### src/rtl/lsu_rmw.sv
// Load/store unit between the core memory stage and a word-only dmem.
// Sub-word stores are a read-modify-write because dmem has no byte enables.
module lsu_rmw #(
  parameter int DMEM_BYTES = 1024
) (
  input  logic        clk,
  input  logic        rst_n,
  input  logic        req_valid,
  output logic        req_ready,
  input  logic        req_we,
  input  logic [2:0]  req_funct3,
  input  logic [31:0] req_addr,
  input  logic [31:0] req_wdata,
  output logic        resp_valid,
  output logic [31:0] resp_rdata,
  output logic        resp_err,
  output logic        mem_we,
  output logic        mem_re,
  output logic [31:0] mem_addr,
  output logic [31:0] mem_wdata,
  input  logic [31:0] mem_rdata
);

  typedef enum logic [2:0] {IDLE, LOAD, WRITE, RMW_RD, RMW_WR, ERR, RESP} state_t;

  localparam logic [31:0] LIM_B = 32'(DMEM_BYTES - 1);
  localparam logic [31:0] LIM_H = 32'(DMEM_BYTES - 2);
  localparam logic [31:0] LIM_W = 32'(DMEM_BYTES - 4);

  state_t      state;
  logic        we_q;
  logic [2:0]  funct3_q;
  logic [31:0] addr_q;
  logic [31:0] wdata_q;
  logic [31:0] buf_q;

  function automatic logic req_error(input logic we, input logic [2:0] f3,
                                     input logic [31:0] addr);
    logic illegal;
    logic mis;
    logic oor;
    illegal = 1'b0;
    mis     = 1'b0;
    oor     = 1'b0;
    case (f3)
      3'b000, 3'b100: oor = (addr > LIM_B);
      3'b001, 3'b101: begin mis = addr[0];          oor = (addr > LIM_H); end
      3'b010:         begin mis = (addr[1:0] != 2'b00); oor = (addr > LIM_W); end
      default:        illegal = 1'b1;
    endcase
    if (we && f3[2]) illegal = 1'b1;
    return illegal | mis | oor;
  endfunction

  function automatic logic [31:0] load_ext(input logic [31:0] w, input logic [2:0] f3,
                                           input logic [1:0] a);
    logic signed [7:0]  b;
    logic signed [15:0] h;
    logic signed [31:0] r;
    b = w[8*a +: 8];
    h = a[1] ? w[31:16] : w[15:0];
    case (f3)
      3'b000:  r = 32'(b);
      3'b001:  r = 32'(h);
      3'b100:  r = {24'd0, b};
      3'b101:  r = {16'd0, h};
      default: r = w;
    endcase
    return r;
  endfunction

  function automatic logic [31:0] store_merge(input logic [31:0] w, input logic [31:0] d,
                                              input logic [2:0] f3, input logic [1:0] a);
    logic [31:0] m;
    m = w;
    if (f3[1:0] == 2'b00) m[8*a +: 8] = d[7:0];
    else if (a[1])        m[31:16]    = d[15:0];
    else                  m[15:0]     = d[15:0];
    return m;
  endfunction

  assign req_ready = (state == IDLE);
  assign mem_addr  = {addr_q[31:2], 2'b00};
  assign mem_wdata = (state == RMW_WR) ? buf_q : wdata_q;

  always_ff @(posedge clk) begin
    if (!rst_n) begin
      state      <= IDLE;
      we_q       <= 1'b0;
      funct3_q   <= 3'd0;
      addr_q     <= 32'd0;
      wdata_q    <= 32'd0;
      buf_q      <= 32'd0;
      resp_valid <= 1'b0;
      resp_err   <= 1'b0;
      resp_rdata <= 32'd0;
      mem_we     <= 1'b0;
      mem_re     <= 1'b0;
    end else begin
      mem_we     <= 1'b0;
      mem_re     <= 1'b0;
      resp_valid <= 1'b0;
      case (state)
        IDLE: if (req_valid) begin
          we_q     <= req_we;
          funct3_q <= req_funct3;
          addr_q   <= req_addr;
          wdata_q  <= req_wdata;
          if (req_error(req_we, req_funct3, req_addr)) begin
            state <= ERR;
          end else if (!req_we) begin
            state  <= LOAD;
            mem_re <= 1'b1;
          end else if (req_funct3 == 3'b010) begin
            state  <= WRITE;
            mem_we <= 1'b1;
          end else begin
            state  <= RMW_RD;
            mem_re <= 1'b1;
          end
        end
        LOAD: begin
          resp_rdata <= load_ext(mem_rdata, funct3_q, addr_q[1:0]);
          resp_err   <= 1'b0;
          resp_valid <= 1'b1;
          state      <= RESP;
        end
        // buffer holds the already-merged word so RMW_WR only drives it out
        RMW_RD: begin
          buf_q  <= store_merge(mem_rdata, wdata_q, funct3_q, addr_q[1:0]);
          mem_we <= 1'b1;
          state  <= RMW_WR;
        end
        WRITE, RMW_WR: begin
          resp_rdata <= 32'd0;
          resp_err   <= 1'b0;
          resp_valid <= 1'b1;
          state      <= RESP;
        end
        ERR: begin
          resp_rdata <= 32'd0;
          resp_err   <= 1'b1;
          resp_valid <= 1'b1;
          state      <= RESP;
        end
        default: state <= IDLE;
      endcase
    end
  end

endmodule
### config.mk
export PLATFORM = sky130hd
export DESIGN_NAME = lsu_rmw
export DESIGN_NICKNAME = d
export VERILOG_FILES = /design/src/rtl/lsu_rmw.sv
export SDC_FILE = /design/constraint.sdc
export NUM_CORES = 1
export LEC_CHECK = 0
export CAP_MARGIN = 25
export CORE_MARGIN = 2
export CORE_UTILIZATION = 56
export DETAILED_ROUTE_END_ITERATION = 8
export DONT_BUFFER_PORTS = 1
export GPL_ROUTABILITY_DRIVEN = 1
export GPL_TIMING_DRIVEN = 1
export PLACE_DENSITY_LB_ADDON = 0.05
export RECOVER_POWER = 100
export SETUP_SLACK_MARGIN = 0.02
export SYNTH_ARGS = -nofsm -noshare
export SYNTH_HDL_FRONTEND = slang
export SYNTH_SLANG_ARGS = --single-unit
### constraint.sdc
create_clock -name clk -period 2 [get_ports clk]
set_clock_uncertainty 0.05 [all_clocks]
set_input_delay 0.3 -clock clk [delete_from_list [all_inputs] [get_ports clk]]
set_output_delay 0.3 -clock clk [all_outputs]
set_load 0.02 [all_outputs]
---- Yosys cells after proc, flatten, opt, wreduce, memory -nomap -nowiden ----
Index checks and enable logic that the tools add are counted.
cells by class
  add/sub/neg operators ................... 1
  $lt $le $gt $ge ......................... 3
  equality and inequality tests ........... 13
  shift operators ......................... 3
  muxes and demuxes ....................... 35
  bitwise logic cells ..................... 5
  reductions and logical operators ........ 16
operators by type and width
  kind                                                   number
  case mux 32 bit (4 select lines)                       1
  > comparator 32 x 10 -> 1 bit, second input constant   3
  2-to-1 mux 32 bit                                      2
  case mux 32 bit (2 select lines)                       1
  2-to-1 mux 16 bit                                      3
  negation 5 -> 34 bit                                   1
  variable shift 8 x 34 -> 32 bit, first input constant  1
  variable part select 8 x 34 -> 32 bit                  1
  bitwise mux 32 bit                                     1
  variable part select 32 x 6 -> 8 bit                   1
  2-to-1 mux 1 bit                                       19
  == test 3 bit, second input constant                   6
  == test 3 x 1 -> 1 bit, second input constant          3
  == test 3 x 2 -> 1 bit, second input constant          3
  logical NOT 3 bit                                      3
  case mux 3 bit (3 select lines)                        1
  OR reduction 4 bit                                     2
  2-to-1 mux 3 bit                                       2
  case mux 1 bit (2 select lines)                        3
  nonzero test 2 bit                                     3
  OR reduction 3 bit                                     2
  OR reduction 5 bit                                     1
  OR reduction 2 bit                                     2
  NOT 1 bit                                              3
  other kinds (7)                                        8
storage, ports and cells
  flip-flop bits (word level) ............. 138
  output and inout port bits .............. 101
  word-level logic and storage cells ...... 86

---- Depth between registers and ports, before layout ----
  depth in word-level cells ............... 12
  mapped depth ............................ 10

---- Worst setup path before layout ----
No wires, ideal clock.
  kind .................................... register to register
  start point ............................. register addr_q[1]
  end point ............................... register buf_q[0]
  setup time .............................. 0.123 ns
  arrival ................................. 1.841 ns
  data required time ...................... 1.827 ns
  slack ................................... -0.014 ns
  cell stages (with the launch flop) ...... 8
  period minus slack after synthesis ...... 2.014 ns
  cells stage by stage .................... dfxtp_1 > clkbuf_1 > inv_1 > ha_1 > nor2_1 > a41o_1 > a221oi_1 > nor2_1
on the way
  word-level cells in the longest chain between the ends .. 4
  elaborated cells between the ends (all ways) .. 6
  those cells by class .................... add/sub (1); shift (2); mux (3)
ends and longest elaborated chain
  item                                                                                             RTL line  text
  from (decl)                                                                                      33        logic [31:0] addr_q;
  from (signal assigned)                                                                           107       addr_q <= req_addr;
  negation 5 -> 34 bit                                                                             76        if (f3[1:0] == 2'b00) m[8*a +: 8] = d[7:0];
  variable part select 8 x 34 -> 32 bit / variable shift 8 x 34 -> 32 bit (equally long branches)  76
  bitwise mux 32 bit                                                                               76
  2-to-1 mux 32 bit (*)                                                                            76
  to (signal assigned)                                                                             130       buf_q <= store_merge(mem_rdata, wdata_q, funct3_q, addr_q[1:0]);
  to (decl)                                                                                        35        logic [31:0] buf_q;
Every way passes the cells marked *; elsewhere a longest branch is shown, timed or not.
A chain may end at the register's enable or synchronous reset.

---- Worst setup path after layout ----
  start point ............................. register state[0]
  end point ............................... output mem_wdata[6]
on the way
  word-level cells in the longest chain between the ends .. 2
ends and longest elaborated chain
  item                    RTL line  text
  from (decl)             30        state_t state;
  from (signal assigned)  88        state <= IDLE;
  from (signal assigned)  110       state <= ERR;
  from (signal assigned)  112       state <= LOAD;
  == test 3 bit           84        assign mem_wdata = (state == RMW_WR) ? buf_q : wdata_q;
  2-to-1 mux 32 bit       84
  to (decl)               20        output logic [31:0] mem_wdata,
Every way passes these cells.

==> results list <==
- CTS Buf Count: 17
- The final-report hold violation count came to 0.
* Number of clock sinks: 138
- Broken down by cell family, the worst path's largest delay share belongs to flip-flops.
* Total gr overflow: 0
- H-Tree Level Count: 4
- After legalization and detailed placement, the total HPWL measured 13.14 mm.
- Area added between synthesis and finish: 22.17%
* Combined buffer and inverter count along the critical path: 2
- Relative max-transition margin: 55.42%
- The congestion estimate from routability-driven global placement came to 0.9823.
* Final design utilization: 69.92%
- The number of antenna diodes in the final layout is 0.
- CP startpoint: state[0]
* Worst EP required: 1.65 ns
- Wire length after detailed routing: 19.94 mm
- The worst register-to-register path has a depth of 5.
* Worst reg2reg path startpoint: addr_q[1]
- Power Density: 958.7 nW/um^2
- In the final design database the tool counted 898 nets.
- In this run the horizontal extent of the chip is 111.8 um.
- Worst-path cell chain: nor3b_4 > buf_6 > clkbuf_16 > mux2_4
- Routed WL per cell: 21.07 um
- Run status: finished, violations left
- Fraction of registers with async set/reset: 0%
- Entering global routing, the biggest net connects 68 pins.
- Maximum count of clock buffers along a single path: 2
- Summing every instance area after synthesis gives 6507 sq um.
- Setup slack of the critical path after layout: -0.02608 ns
- Setup repair after global routing missed its margin: yes
* Met3 track utilization from global routing: 9.690%
* Master cell of the clock root buffer: clkbuf_16
- Arrival time worst endpoint: 1.68 ns
* Number of vias per cell after detailed routing: 6.135
- The via count of the first global-routing pass came to 5,737.
* First-pass GRT wire length: 30.54 mm
- Timing would allow up to 493.6 MHz.
* Worst hold path class: in2reg
- Max-cap violations: 0
- Cell variety after synth: 50
- Final-layout setup total negative slack: -0.3712 ns
- Yosys printed 0 warnings.
- Tmin final: 2.026 ns
* M2 GR Usage: 53.66%
* GRT Total Usage: 31.27%
- The final-report max-slew violation count was 0.
- The worst setup path is launched from a flop.
- Number of antenna violations at the first check in global routing: 0
- TritonCTS clock tree: done
* Boundary Pins: 204
- The detail route stage leaves a number of antenna-violating nets equal to 0.
* Register-to-register setup slack: 0.03 ns
* Critical-path cell with the highest stage delay: dfxtp_4
- The die is 111.8 um tall.
- Drt first pass iters: 4
- Post-route clock period utilization: 101.3%
* Starting Density: 57.24%
* Capture instance of the worst register-to-register path: buf_q[17]
- Part of the Yosys area used for sequential elements: 42.45%
- In this run, synthesis inferred 0 flip-flops with an integrated enable.
- The post-route netlist has 15.32% of its cells at a drive strength greater than 1.
- The final reports fail on setup timing.
- Capturing element type of the critical path: output pin
* Longest individual stage delay on the worst path: 0.36 ns
- Total die area: 12,500 sq um
- Mean cell area of the mapped netlist: 8.507 sq um
- At the later pin of the worst-skew pair, clock insertion delay measures 0.42 ns.
* Final-report setup violation count: 26
* Standard cell core area: 11,370 sq um
- The layer flagged by global routing as most heavily used is met2.
* Peak fanout along the critical path: 6
* Flip-flop and latch count after synthesis: 138
* Met1 track demand over resource in global routing: 36.54%
- Number of rows in the core area: 39
* DRC violation count after routing: 0
* Slew @ Worst Pin: 0.6687 ns
- First-iteration detailed-routing DRC count: 438
* Hold Path Cell Cnt: 2
* Most used flip-flop cell after synthesis: dfxtp_1
- The worst hold path terminates at funct3_q[2].
- Startpoint of the tightest hold check path: req_funct3[2]
* Post-CTS clock slew at the launch and capture registers of the worst setup and hold paths: 0.06 ns
* Worst IR drop on VDD: 0.0007760 V
- For this design the static power due to leakage is 2.929 nW.
- Total of buffers placed on input and output ports: 0
- Routed vias: 5,804
- Worst setup path class: reg2out
- Cells after Synth: 765
[logic make-up after synthesis]
| logic type | count (synthesis) | synth area share, % |
|---|---|---|
| and+or+nand+nor | 261 | 17.46 |
| AOI/OAI and AO/OA | 213 | 21.42 |
| muxes | 51 | 8.960 |
| DFF | 138 | 42.45 |
| other | 1 | 0.05763 |
| buffers and inverters | 96 | 8.690 |
| adders and majority gates | 5 | 0.9614 |
[repair_timing]
action	4_1_cts	5_1_grt
hold endpoints to repair	102	0
hold buffers	67	0
resized for setup	40	7
buffers inserted	2	2
pin swaps	1	1
setup endpoints to repair	34	57
gates cloned	1	2
[Yosys cell counts (2+ instances only)]
cell type	instances	share of area (%)
nand4_1	2	0.19
buf_2	15	1.2
ha_1	5	0.96
nand3_1	3	0.23
a21oi_2	3	0.40
nor3b_1	2	0.23
and4_1	2	0.27
o221ai_1	6	0.81
dfxtp_1	138	42
o21bai_1	2	0.23
a21oi_1	96	7.4
inv_1	4	0.23
buf_1	3	0.17
nor3_1	5	0.38
nand2_1	179	10
nor4_1	5	0.48
a32o_1	25	3.8
buf_6	2	0.35
mux2_2	48	8.3
o21ai_0	36	2.8
nand2b_1	31	3.0
a41o_1	2	0.31
buf_4	38	4.4
mux2i_1	2	0.31
clkbuf_1	31	1.8
a221oi_1	32	4.3
a211oi_1	2	0.23
nor2_1	24	1.4
[per-stage QoR]
stage          hold slack [ns]  setup slack (ns)  cells  instance area (sq um)  power [W]
6_report              0.008550          -0.02608    946                   7950   0.007622
5_1_grt               0.006791          -0.08594    946                   7950   0.007879
4_1_cts               0.003833          -0.02179    941                   7868   0.007598
3_5_place_dp            0.3931           0.02598    839                   6385   0.004123
3_3_place_gp            0.3883            0.1416    839                   6385   0.004090
2_1_floorplan           0.3838            0.1154    766                   6513   0.003965
[worst reg2reg max path: cells and delay by family (launching register included)]
family | cells | cell delay, ns
flops | 1 | 0.44
compound gates | 2 | 0.77
fa+ha+maj | 1 | 0.35
buf+inv | 1 | 0.16
simple gates | 1 | 0.09
[cells in the final DEF, fill, tap and decap left out, types with 2 or more instances in the layout]
cell           Yosys  final
a211oi_1           2      2
a21oi_1           96     96
a21oi_2            3      3
a221oi_1          32     31
a32o_1            25     25
a41o_1             2      2
and4_1             2      2
buf_12             1      4
buf_4             38     13
buf_6              2      3
bufinv_16          0      3
clkbuf_1          31      3
clkbuf_16          0     20
clkbuf_2           0      2
clkbuf_8           0      6
clkinv_2           1      5
conb_1             1      2
dfxtp_1          138    135
dfxtp_4            0      3
dlygate4sd3_1      0     67
ha_1               5      5
inv_1              4      3
mux2_2            48     16
mux2_4             0     32
mux2i_1            2      2
nand2_1          179    178
nand2b_1          31     31
nand3_1            3      3
nand4_1            2      2
nor2_1            24     24
nor3_1             5      5
nor4_1             5      5
o21ai_0           36     36
o21bai_1           2      2
o221ai_1           6      6
[worst max-delay path by stage]
| stage | end | cells past startpoint |
|---|---|---|
| after floorplan | buf_q[0] | 7 |
| after global placement | resp_rdata[26] | 5 |
| after detailed placement | resp_rdata[22] | 5 |
| after CTS | mem_wdata[12] | 4 |
| after global routing | mem_wdata[6] | 4 |
| final | mem_wdata[6] | 4 |
[flip-flops by register name, summed over array words and instances, names as in the netlist]
register and count:
state 3, addr_q 32, funct3_q 3, resp_valid 1
resp_err 1, mem_re 1, wdata_q 32, resp_rdata 32
buf_q 32, mem_we 1
[report_power, final]
part | leakage [nW] | switching [W] | internal, W
sequential | 1.12 | 0.000219 | 0.00290
clock | 0.313 | 0.00114 | 0.00215
combinational | 1.49 | 0.000685 | 0.000530
total | 2.93 | 0.00204 | 0.00558
[area by class of cell]
| class | instances | area (sq um) |
|---|---|---|
| Fill cell | 914 | 3420 |
| Multi-Input combinational cell | 532 | 3331 |
| Sequential cell | 138 | 2774 |
| Timing Repair Buffer | 96 | 1021 |
| Clock buffer | 25 | 515.5 |
| Tap cell | 143 | 178.9 |
| Clock inverter | 7 | 110.1 |
| Inverter | 5 | 20.02 |
[metal layers]
layer / vias up / part of all wire, %
met5: - / 0
li1: 2712 / -
met1: 2776 / 39
met2: 272 / 49
met3: 44 / 8.9
met4: 0 / 2.5
Power figures use the tool's default switching activity.
